[config.mk]
export PLATFORM = sky130hd
export DESIGN_NAME = hex_scan_ctrl
export DESIGN_NICKNAME = d
export VERILOG_FILES = /design/src/rtl/hex_scan_ctrl.sv
export SDC_FILE = /design/constraint.sdc
export NUM_CORES = 1
export LEC_CHECK = 0
export CAP_MARGIN = 20
export CORE_ASPECT_RATIO = 1.4
export CORE_MARGIN = 2
export CORE_UTILIZATION = 45
export CTS_BUF_LIST = sky130_fd_sc_hd__clkbuf_16
export CTS_CLUSTER_DIAMETER = 200
export CTS_CLUSTER_SIZE = 10
export DETAILED_ROUTE_END_ITERATION = 7
export PLACE_DENSITY = 0.65
export SLEW_MARGIN = 20
export SYNTH_ARGS = -nofsm -noshare
export SYNTH_HDL_FRONTEND = slang
export SYNTH_SLANG_ARGS = --single-unit
[constraint.sdc]
create_clock -name clk -period 2.9 [get_ports clk]
set_clock_uncertainty 0.2 [all_clocks]
set_input_delay 0.58 -clock clk [delete_from_list [all_inputs] [get_ports clk]]
set_output_delay 0.58 -clock clk [all_outputs]
set_load 0.005 [all_outputs]
[src/rtl/hex_scan_ctrl.sv]
// rtl/hex_scan_ctrl.sv - multiplexed seven-segment scan controller with double-buffered value and per-slot blanking
// Optional build macro: HEX_SCAN_LZ_BLANK_EN enables leading-zero suppression of digits above digit 0.
module hex_scan_ctrl #(
   parameter int unsigned NUM_DIGITS   = 4,
   parameter int unsigned REFRESH_DIV  = 100000,
   parameter int unsigned BLANK_CYCLES = 1000
) (
   input  logic                    clk,
   input  logic                    rst,
   input  logic [4*NUM_DIGITS-1:0] value,
   input  logic [NUM_DIGITS-1:0]   dp_mask,
   input  logic                    load,
   output logic [3:0]              hexVal,
   output logic                    deci,
   output logic [NUM_DIGITS-1:0]   anode,
   output logic                    pending,
   output logic                    frame_start
);

   localparam int unsigned CW = $clog2(REFRESH_DIV);
   localparam int unsigned IW = $clog2(NUM_DIGITS);
   localparam logic [CW-1:0] CNT_LAST  = CW'(REFRESH_DIV - 1);
   localparam logic [CW-1:0] BLANK_END = CW'(BLANK_CYCLES);
   localparam logic [IW-1:0] IDX_LAST  = IW'(NUM_DIGITS - 1);

   logic [CW-1:0]             cnt_q, cnt_d;
   logic [IW-1:0]             idx_q, idx_d;
   // run_q is low only until the first edge after reset; that edge starts frame 0 at cnt=0, idx=0.
   logic                      run_q, run_d;
   logic                      boundary;
   logic [4*NUM_DIGITS-1:0]   sh_val_q, sh_val_d;
   logic [NUM_DIGITS-1:0]     sh_dp_q, sh_dp_d;
   logic [4*NUM_DIGITS-1:0]   buf_val_q, buf_val_d;
   logic [NUM_DIGITS-1:0]     buf_dp_q, buf_dp_d;
   logic                      pend_q, pend_d;
   logic [3:0]                hex_q, hex_d;
   logic                      deci_q, deci_d;
   logic [NUM_DIGITS-1:0]     anode_q, anode_d;
   logic                      fs_q, fs_d;
   logic                      in_blank;

   // Blank phase decode from next-state counter; absent entirely when BLANK_CYCLES is zero.
   if (BLANK_CYCLES == 0) begin : g_no_blank
      assign in_blank = 1'b0;
   end else begin : g_blank
      assign in_blank = (cnt_d < BLANK_END);
   end

   // Next-state: slot counter, digit index, frame boundary and double-buffered value capture.
   always_comb begin
      cnt_d     = cnt_q;
      idx_d     = idx_q;
      run_d     = 1'b1;
      boundary  = 1'b0;
      sh_val_d  = sh_val_q;
      sh_dp_d   = sh_dp_q;
      buf_val_d = buf_val_q;
      buf_dp_d  = buf_dp_q;
      pend_d    = pend_q;

      if (!run_q) begin
         cnt_d    = '0;
         idx_d    = '0;
         boundary = 1'b1;
      end else if (cnt_q == CNT_LAST) begin
         cnt_d = '0;
         if (idx_q == IDX_LAST) begin
            idx_d    = '0;
            boundary = 1'b1;
         end else begin
            idx_d = idx_q + 1'b1;
         end
      end else begin
         cnt_d = cnt_q + 1'b1;
      end

      if (load) begin
         buf_val_d = value;
         buf_dp_d  = dp_mask;
      end

      if (boundary) begin
         pend_d = 1'b0;
         if (load) begin
            sh_val_d = value;
            sh_dp_d  = dp_mask;
         end else if (pend_q) begin
            sh_val_d = buf_val_q;
            sh_dp_d  = buf_dp_q;
         end
      end else if (load) begin
         pend_d = 1'b1;
      end
   end

   // Output decode from next-state so registered outputs line up with the state they describe.
   always_comb begin
      logic [NUM_DIGITS-1:0] onehot;
`ifdef HEX_SCAN_LZ_BLANK_EN
      logic [NUM_DIGITS-1:0] suppress;
      logic                  zero_run;
`endif
      onehot        = '0;
      onehot[idx_d] = 1'b1;
      anode_d       = in_blank ? '1 : ~onehot;
`ifdef HEX_SCAN_LZ_BLANK_EN
      suppress = '0;
      zero_run = 1'b1;
      for (int k = NUM_DIGITS - 1; k >= 1; k--) begin
         zero_run    = zero_run && (sh_val_d[4*k +: 4] == 4'h0) && !sh_dp_d[k];
         suppress[k] = zero_run;
      end
      if (suppress[idx_d]) begin
         anode_d = '1;
      end
`endif
      hex_d  = sh_val_d[{idx_d, 2'b00} +: 4];
      deci_d = sh_dp_d[idx_d];
      fs_d   = (cnt_d == '0) && (idx_d == '0);
   end

   // State and output registers.
   always_ff @(posedge clk or posedge rst) begin
      if (rst) begin
         cnt_q     <= '0;
         idx_q     <= '0;
         run_q     <= 1'b0;
         sh_val_q  <= '0;
         sh_dp_q   <= '0;
         buf_val_q <= '0;
         buf_dp_q  <= '0;
         pend_q    <= 1'b0;
         hex_q     <= 4'h0;
         deci_q    <= 1'b0;
         anode_q   <= '1;
         fs_q      <= 1'b0;
      end else begin
         cnt_q     <= cnt_d;
         idx_q     <= idx_d;
         run_q     <= run_d;
         sh_val_q  <= sh_val_d;
         sh_dp_q   <= sh_dp_d;
         buf_val_q <= buf_val_d;
         buf_dp_q  <= buf_dp_d;
         pend_q    <= pend_d;
         hex_q     <= hex_d;
         deci_q    <= deci_d;
         anode_q   <= anode_d;
         fs_q      <= fs_d;
      end
   end

   assign hexVal      = hex_q;
   assign deci        = deci_q;
   assign anode       = anode_q;
   assign pending     = pend_q;
   assign frame_start = fs_q;

endmodule

==> impl_metrics.csv, run 1 <==
group,metric,value,unit
detailed_routing,route.detailed.drc,0,
timing,slew_headroom,63.7,%
cells_and_area,drive_gt1_share,20.5,%
clock_tree,clock_latency,0.32,ns
critical_path,cp-end-kind,"flop",
logic_synthesis,avgSynthCellArea,10.6,um^2
pwr,clkPwrFrac,46.8,%
logic_synthesis,yosysUniqueCellTypes,65,
timing,fmax,380,MHz
timing,worstMarginPinSlew,0.545,ns
critical_path,critPathSlowestCell,"o41ai_2",
clock_tree,cts_buffers,9,
placement,hpwl,5.45,mm
cells_and_area,fillers,695,
timing,grt_setup_unrepaired,"no",
clock_tree,path_clk_slew,0.06,ns
detailed_routing,drt_iter0_markers,154,
logic_synthesis,synthesis.nets,361,
logic_synthesis,ys_warn_count,0,
pwr,intPower,2.06,mW
global_routing,grt_pass1_vias,2695,
critical_path,start_kind,"flop",
critical_path,crit_required,2.92,ns
critical_path,crit_arrival,2.65,ns
timing,hold_viol,0,
logic_synthesis,synth_cells,336,
clock_tree,clockBufferDepth,2,
cells_and_area,antenna_cells,0,
detailed_routing,ant_nets,0,
critical_path,path_buf_inv,2,
cells_and_area,seq_area,1780,um^2
global_routing,track_usage,19.6,%
pwr,switching_power,0.560,mW
cells_and_area,syn2layout_area_growth,23.1,%
floorplan,rows,38,
logic_synthesis,synth_edf_count,0,
floorplan,core_area,7700,um^2
pwr,p_sw_share,21.3,%
floorplan,start_util,46.3,%
detailed_routing,wl_per_cell,15.4,um
detailed_routing,vias_per_cell,5.50,
global_routing,grt_max_degree,39,
floorplan,die_h,109,um
timing,setup_viol,0,
critical_path,path_delay_family,"simple AND/OR/NAND/NOR gates",
timing,maxSlewViolCount,0,
logic_synthesis,synth_flop_cell,"dfrtp_1",
clock_tree,cts_tree,"yes",
clock_tree,cts_resized,0,
timing,min_period,2.63,ns
detailed_routing,via_count,2642,
cells_and_area,final_common_cell,"dfrtp_1",
detailed_routing,drt_wl_total,7.41,mm
critical_path,crit_type,"flop to flop",
cells_and_area,final_nets,401,
clock_tree,clock_sinks,71,
logic_synthesis,syn-cell-area,3570,um^2
logic_synthesis,async_flop_share,100,%
placement,io_buffers,33,
min_path,hold_class,"flop to flop",
global_routing,grt-ovfl-total,0,
pwr,p_comb_share,10.1,%
pwr,p_per_area,598,nW/um^2
logic_synthesis,synth-seq-cells,71,
timing,fin_setup_tns,0,ns
pwr,power_frac_seq,43.1,%
cells_and_area,final_util,57.0,%
clock_tree,postCtsHoldBufs,0,
global_routing,antenna_found_initial,0,
placement,place.gp.congestion,0.883,
cells_and_area,layout_common_cells,"67 x dfrtp_1, 33 x clkdlybuf4s50_1, 32 x nand2_1, 23 x mux2_2, 22 x nor2_1",
detailed_routing,dr.pass1.iters,4,
timing,finalCritPeriodShare,90.7,%
logic_synthesis,ys_seq_area_share,49.9,%
clock_tree,cts-root-buf,"clkbuf_16",
critical_path,max_stage_delay,0.57,ns
pwr,ir_worst_vdd,461,uV
status,status,"completed",
clock_tree,cts_setup_buffers,0,
floorplan,die_x,79.2,um
global_routing,grt_pass1_wl,13.2,mm
floorplan,boundaryPins,34,
critical_path,worstPathMaxFanout,10,
job,maxCapViolCount,0,
cells_and_area,multi_input_area,1620,um^2
pwr,p_leak,1.87,nW
critical_path,worstPathCellList,"ha_1 > nand4_1 > nor4_4 > buf_4 > nand2_1 > buf_4 > nand3_1 > o41ai_2 > nand3_1",
floorplan,dieArea,8670,um^2
clock_tree,htreeDepth,3,
==> power by group through the flow <==
| stage | clock [mW] | sequential [mW] | combinational [mW] |
|---|---|---|---|
| 2_1_floorplan | 0 | 1.13 | 0.168 |
| 3_3_place_gp | 0 | 1.15 | 0.263 |
| 3_5_place_dp | 0 | 1.15 | 0.268 |
| 4_1_cts | 1.25 | 1.13 | 0.270 |
| 5_1_grt | 1.31 | 1.14 | 0.296 |
| 6_report | 1.23 | 1.13 | 0.264 |
==> metrics by stage <==
stage	power, mW	setup WS (ns)	instance area, um^2	cells	hold slack (ns)
after floorplan	1.30	0.330	3570	336	0.246
after global placement	1.41	0.204	4060	465	0.260
after detailed placement	1.42	0.168	4060	465	0.267
after CTS	2.66	0.275	4390	480	0.281
after global routing	2.75	0.0520	4390	480	0.293
final	2.62	0.269	4390	480	0.276
==> synthesized netlist by cell type, types with 2 or more instances <==
library cell	number	area share [%]
a21oi_1	8	1.1
nor3_1	8	1.1
ha_1	2	0.70
and2_1	2	0.35
xor2_1	7	1.7
dfstp_2	4	2.9
and3_1	3	0.53
inv_1	18	1.9
buf_2	9	1.3
clkbuf_1	4	0.42
nor2b_1	3	0.53
o221ai_1	2	0.49
a222oi_1	2	0.56
buf_4	3	0.63
nor4_2	2	0.70
nand4_1	7	1.2
xnor2_1	11	2.7
dfrtp_1	67	47
a21o_1	2	0.42
nand2_1	32	3.4
or3_1	4	0.70
mux2i_1	10	2.8
nand2_2	2	0.35
nor2_1	22	2.3
o22a_1	3	0.74
a31oi_1	4	0.70
nand3_1	16	2.2
a2bb2oi_1	2	0.49
nor2_4	2	0.63
o22ai_1	3	0.53
mux2_2	23	7.3
o21ai_0	14	2.0
nand2b_1	2	0.35
and4_1	2	0.49
==> state kept, by name (all words and copies together), names as in the netlist <==
name         cells
buf_val_q       16
frame_start      1
cnt_q           17
hexVal           4
idx_q            2
pending          1
sh_dp_q          4
deci             1
buf_dp_q         4
sh_val_q        16
run_q            1
anode            4
==> routing by layer <==
| layer | share of wire [%] | up-vias | GRT usage [%] |
|---|---|---|---|
| li1 | - | 1270 | - |
| met1 | 41 | 1311 | 23.3 |
| met2 | 55 | 52 | 35.6 |
| met3 | 3.3 | 9 | 4.76 |
| met4 | 1.2 | 0 | 4.93 |
| met5 | 0 | - | 0 |
==> cell families (layout without fill, tap and decap cells) <==
| logic type | Yosys count | after routing | synth area share [%] |
|---|---|---|---|
| multiplexers | 33 | 33 | 10.1 |
| buffers and inverters | 37 | 81 | 4.73 |
| AND/OR/NAND/NOR | 118 | 118 | 18.2 |
| flip-flops | 71 | 71 | 49.9 |
| XOR/XNOR | 18 | 18 | 4.42 |
| other | 1 | 1 | 0.105 |
| adder cells (fa/ha/maj) | 2 | 2 | 0.701 |
| AO/OA/AOI/OAI | 56 | 56 | 11.9 |
==> cell type report <==
cell class,count,area share [%]
Inverter,19,1.62
Clock buffer,9,5.13
Tap cell,100,2.85
Sequential cell,71,40.6
Clock inverter,6,2.51
Multi-Input combinational cell,228,36.8
Timing Repair Buffer,47,10.5
==> tightest hold or removal path, cell delays in order, from the launching register on <==
cell and delay [ns]:
dfrtp_1 0.34, nand2_1 0.05, nand2_1 0.06
==> worst paths after layout <==
path                             startpoint  cells past startpoint     endpoint  slack (ns)
min in group asynchronous               rst                      2  buf_dp_q[2]        0.35
worst max-delay path               cnt_q[0]                      9     anode[0]        0.27
worst min register to register  sh_val_q[3]                      2  sh_val_q[3]        0.28
max in group asynchronous               rst                      3     anode[0]        1.51
worst max register to register     cnt_q[0]                      9     anode[0]        0.27
worst min-delay path            sh_val_q[3]                      2  sh_val_q[3]        0.28
Power figures use the tool's default switching activity.
==> run 2: changes to the inputs <==
- CORE_UTILIZATION: 45 -> 35
- GPL_TIMING_DRIVEN: default -> 0
- PLACE_DENSITY: 0.65 -> default
- SLEW_MARGIN: 20 -> 25
==> impl_metrics.csv, run 2 (synthesis gave the netlist of run 1 again) <==
group,metric,value,unit
timing,min_period,2.79,ns
min_path,hold_class,"flop to flop",
global_routing,grt_pass1_vias,2722,
cells_and_area,largest_reg_flops,17,
clock_tree,path_clk_slew,0.05,ns
cells_and_area,final_nets,407,
timing,finalCritPeriodShare,96.2,%
cells_and_area,final_cells,522,
timing,hold_viol,0,
clock_tree,clock_sinks,71,
critical_path,crit_type,"flop to flop",
global_routing,antenna_found_initial,0,
clock_tree,htreeDepth,3,
cells_and_area,top_register,"cnt_q",
status,status,"completed",
clock_tree,clock_latency,0.33,ns
global_routing,track_usage,15.8,%
placement,numPlacedInstances,505,
clock_tree,cts-root-buf,"clkbuf_16",
detailed_routing,dr.pass1.iters,4,
detailed_routing,vias_per_cell,5.13,
critical_path,crit_arrival,2.82,ns
detailed_routing,via_count,2678,
global_routing,grt_pass1_wl,13.3,mm
timing,slew_headroom,62.0,%
clock_tree,cts_buffers,9,
critical_path,worstPathMaxFanout,9,
detailed_routing,wl_per_cell,14.9,um
pwr,p_per_area,578,nW/um^2
cells_and_area,final_common_cell,"dfrtp_1",
job,maxCapViolCount,0,
floorplan,rows,43,
cells_and_area,layout_common_cells,"67 x dfrtp_1, 33 x clkdlybuf4s50_1, 32 x nand2_1, 23 x mux2_2, 22 x nor2_1",
cells_and_area,antenna_cells,0,
timing,whs,0.277,ns
global_routing,grt_max_degree,40,
critical_path,cp-end-kind,"flop",
pwr,ir_worst_vdd,353,uV
clock_tree,cts_tree,"yes",
detailed_routing,drt_wl_total,7.78,mm
critical_path,crit_required,2.93,ns
timing,fmax,358,MHz
floorplan,start_util,36.0,%
critical_path,start_kind,"flop",
timing,grt_setup_unrepaired,"no",
detailed_routing,route.detailed.drc,0,
placement,io_buffers,33,
pwr,p_leak,1.87,nW
placement,place.gp.congestion,0.899,
cells_and_area,final_util,44.6,%
floorplan,boundaryPins,34,
floorplan,dieArea,11000,um^2
timing,worstMarginPinSlew,0.571,ns
timing,maxSlewViolCount,0,
detailed_routing,drt_iter0_markers,61,
cells_and_area,top_regs,"cnt_q: 17 flops, buf_val_q: 16 flops, sh_val_q: 16 flops",
placement,hpwl,5.67,mm
global_routing,grt-ovfl-total,0,
floorplan,core_area,9900,um^2
cells_and_area,syn2layout_area_growth,23.9,%
detailed_routing,ant_nets,0,
floorplan,die_h,123,um
clock_tree,clockBufferDepth,2,
floorplan,die_x,89.3,um
cells_and_area,drive_gt1_share,20.9,%
timing,setup_viol,0,
-- run 2: per-stage QoR --
step                      area [um^2]  power (mW)  worst slack (ns)  TNS [ns]
after floorplan                  3570        1.30             0.330         0
after CTS                        4410        2.58            0.0561         0
after global routing             4420        2.65            0.0145         0
final                            4420        2.56             0.109         0
after detailed placement         4090        1.41            -0.359     -4.09
after global placement           4070        1.40            -0.909    -65.18
-- run 2: routing by layer --
layer  global-route usage (%)  part of all wire [%]  vias up
li1                         -                     -     1288
met3                     3.34                   3.2       22
met2                     25.8                    51       51
met4                     8.40                   3.7        0
met1                     19.2                    42     1317
met5                        0                     0        -
-- run 2: final timing paths --
path,cells after the start,startpoint,end,slack [ns]
setup / recovery,8,cnt_q[0],frame_start,0.11
setup reg to reg,8,cnt_q[0],frame_start,0.11
min in group asynchronous,2,rst,buf_dp_q[2],0.42
hold / removal,2,sh_val_q[3],sh_val_q[3],0.28
hold reg to reg,2,sh_val_q[3],sh_val_q[3],0.28
max in group asynchronous,3,rst,anode[3],1.47
-- run 2: power by group --
part	internal [mW]	switching [mW]
clock	0.745	0.415
combinational	0.143	0.126
sequential	1.08	0.0416
total	1.97	0.582
-- run 2: what timing repair did --
item                       in CTS  in global routing
gates resized for setup         2                  0
setup buffers                   0                  1
setup endpoints to repair       5                 16
pin swaps                       0                  1
hold buffers                    0                  0
-- run 2: layout make-up --
cell class,instances,area (um^2)
Sequential cell,71,1780
Fill cell,945,5480
Clock inverter,7,87.6
Buffer,18,98.8
Timing Repair Buffer,35,358
Clock buffer,9,225
Inverter,19,73.8
Multi-Input combinational cell,228,1620
Tap cell,135,169
-- run 2: worst max-delay path, cell delays in order (launching register included) --
cell	delay, ns
dfrtp_1	0.42
ha_1	0.30
and4_4	0.22
buf_6	0.13
and4_1	0.23
or3_1	0.33
a221oi_2	0.38
nand4_1	0.19
a211oi_2	0.29
==> run 3: changes to the inputs <==
- REMOVE_ABC_BUFFERS: default -> 1
==> impl_metrics.csv, run 3 (synthesis gave the netlist of run 1 again) <==
group,metric,value,unit
timing,hold_viol,0,
pwr,p_comb_share,10.7,%
cells_and_area,final_nets,391,
pwr,ir_worst_vdd,309,uV
timing,fin_setup_tns,0,ns
cells_and_area,syn2layout_area_growth,20.6,%
cells_and_area,top_regs,"cnt_q: 17 flops, buf_val_q: 16 flops, sh_val_q: 16 flops",
placement,place.gp.congestion,0.842,
detailed_routing,wl_per_cell,14.9,um
critical_path,max_stage_delay,0.40,ns
placement,dp_slack,-0.426,ns
detailed_routing,via_count,2543,
critical_path,cp-end-kind,"flop",
cells_and_area,final_util,43.4,%
floorplan,die_h,123,um
timing,slew_headroom,58.6,%
critical_path,path_buf_inv,1,
clock_tree,path_clk_slew,0.05,ns
timing,finalCritPeriodShare,93.4,%
timing,setup_ws,0.193,ns
pwr,clkPwrFrac,42.6,%
cells_and_area,fillers,969,
global_routing,grt_pass1_wl,12.5,mm
detailed_routing,vias_per_cell,5.05,
cells_and_area,seq_area,1780,um^2
cells_and_area,drive_gt1_share,19.0,%
detailed_routing,ant_nets,0,
pwr,switching_power,0.550,mW
pwr,p_per_area,563,nW/um^2
detailed_routing,route.detailed.drc,0,
critical_path,crit_required,2.90,ns
clock_tree,clock_sinks,71,
timing,worstMarginPinSlew,0.621,ns
global_routing,busiest_layer,"met2",
pwr,p_total,2.42,mW
global_routing,grt_max_degree,50,
critical_path,critPathSlowestCell,"dfrtp_1",
clock_tree,cts_buffers,9,
clock_tree,cts_tree,"yes",
placement,numPlacedInstances,487,
job,maxCapViolCount,0,
placement,hpwl,5.37,mm
placement,placed_area,3990,um^2
floorplan,core_area,9900,um^2
timing,maxSlewViolCount,0,
pwr,p_leak,1.79,nW
floorplan,rows,43,
clock_tree,clockBufferDepth,2,
critical_path,path_delay_family,"compound AO/OA/AOI/OAI gates",
critical_path,worstPathMaxFanout,10,
cells_and_area,final_common_cell,"dfrtp_1",
pwr,intPower,1.87,mW
timing,fmax,369,MHz
floorplan,dieArea,11000,um^2
floorplan,start_util,36.0,%
global_routing,antenna_found_initial,0,
pwr,power_frac_seq,46.7,%
detailed_routing,drt_iter0_markers,139,
timing,min_period,2.71,ns
floorplan,boundaryPins,34,
clock_tree,postCtsHoldBufs,0,
min_path,hold_class,"flop to flop",
cells_and_area,layout_common_cells,"67 x dfrtp_1, 32 x nand2_1, 32 x clkdlybuf4s50_1, 23 x mux2_2, 22 x nor2_1",
global_routing,gr-usage-met2,26.1,%
global_routing,grt.met1_usage,17.6,%
global_routing,track_usage,15.1,%
critical_path,worstPathCellList,"ha_2 > nand4_1 > nor4_4 > buf_4 > a31oi_1 > a21oi_1 > nor2b_1 > a222oi_1",
detailed_routing,drt_wl_total,7.49,mm
cells_and_area,multi_input_area,1620,um^2
global_routing,grtUsageMet3,2.27,%
global_routing,grt-ovfl-total,0,
clock_tree,clock_latency,0.33,ns
cells_and_area,largest_reg_flops,17,
cells_and_area,antenna_cells,0,
clock_tree,htreeDepth,3,
critical_path,crit_arrival,2.71,ns
floorplan,die_x,89.3,um
critical_path,crit_type,"flop to flop",
status,status,"completed",
cells_and_area,final_cells,504,
global_routing,grt_pass1_vias,2548,
clock_tree,cts-root-buf,"clkbuf_16",
pwr,p_sw_share,22.7,%
detailed_routing,dr.pass1.iters,4,
timing,whs,0.276,ns
cells_and_area,top_register,"cnt_q",
timing,setup_viol,0,
placement,io_buffers,33,
critical_path,start_kind,"flop",
cells_and_area,final_area,4300,um^2
==> run 3: timing repair <==
action,in CTS,in global routing
pin swaps,1,1
setup buffers,2,1
gates resized for setup,1,2
setup endpoints to repair,5,4
hold endpoints to repair,0,0
==> run 3: power groups by stage <==
stage          Sequential (mW)  Combinational [mW]  Clock (mW)
3_5_place_dp              1.15               0.263           0
3_3_place_gp              1.14               0.253           0
5_1_grt                   1.14               0.292        1.10
4_1_cts                   1.13               0.265        1.07
2_1_floorplan             1.14               0.154           0
6_report                  1.13               0.259        1.03
==> run 3: area by class of cell <==
cell class / count / area share [%]
clock buffer: 9 / 5.24
timing repair buffer: 37 / 8.73
inverter: 19 / 1.72
tap: 135 / 3.93
multi-input combinational: 228 / 37.8
clock inverter: 5 / 1.19
sequential: 71 / 41.4
==> run 3: final timing paths <==
kind / startpoint / slack [ns] / cells after the start / end
max in group asynchronous: rst / 1.52 / 3 / anode[2]
hold / removal: sh_val_q[3] / 0.28 / 2 / sh_val_q[3]
setup / recovery: cnt_q[1] / 0.19 / 8 / hexVal[1]
hold reg to reg: sh_val_q[3] / 0.28 / 2 / sh_val_q[3]
min in group asynchronous: rst / 0.37 / 2 / buf_val_q[1]
setup reg to reg: cnt_q[1] / 0.19 / 8 / hexVal[1]
==> run 3: routing by layer <==
metal / up-vias / routed length (um)
met4: 0 / 160
met3: 11 / 168
met1: 1248 / 3110
met2: 36 / 4050
met5: - / 0
li1: 1248 / -
==> run 3: worst min-delay path, stage by stage (launching register included) <==
cell and delay, ns:
dfrtp_1 0.34, nand2_1 0.05, nand2_1 0.06
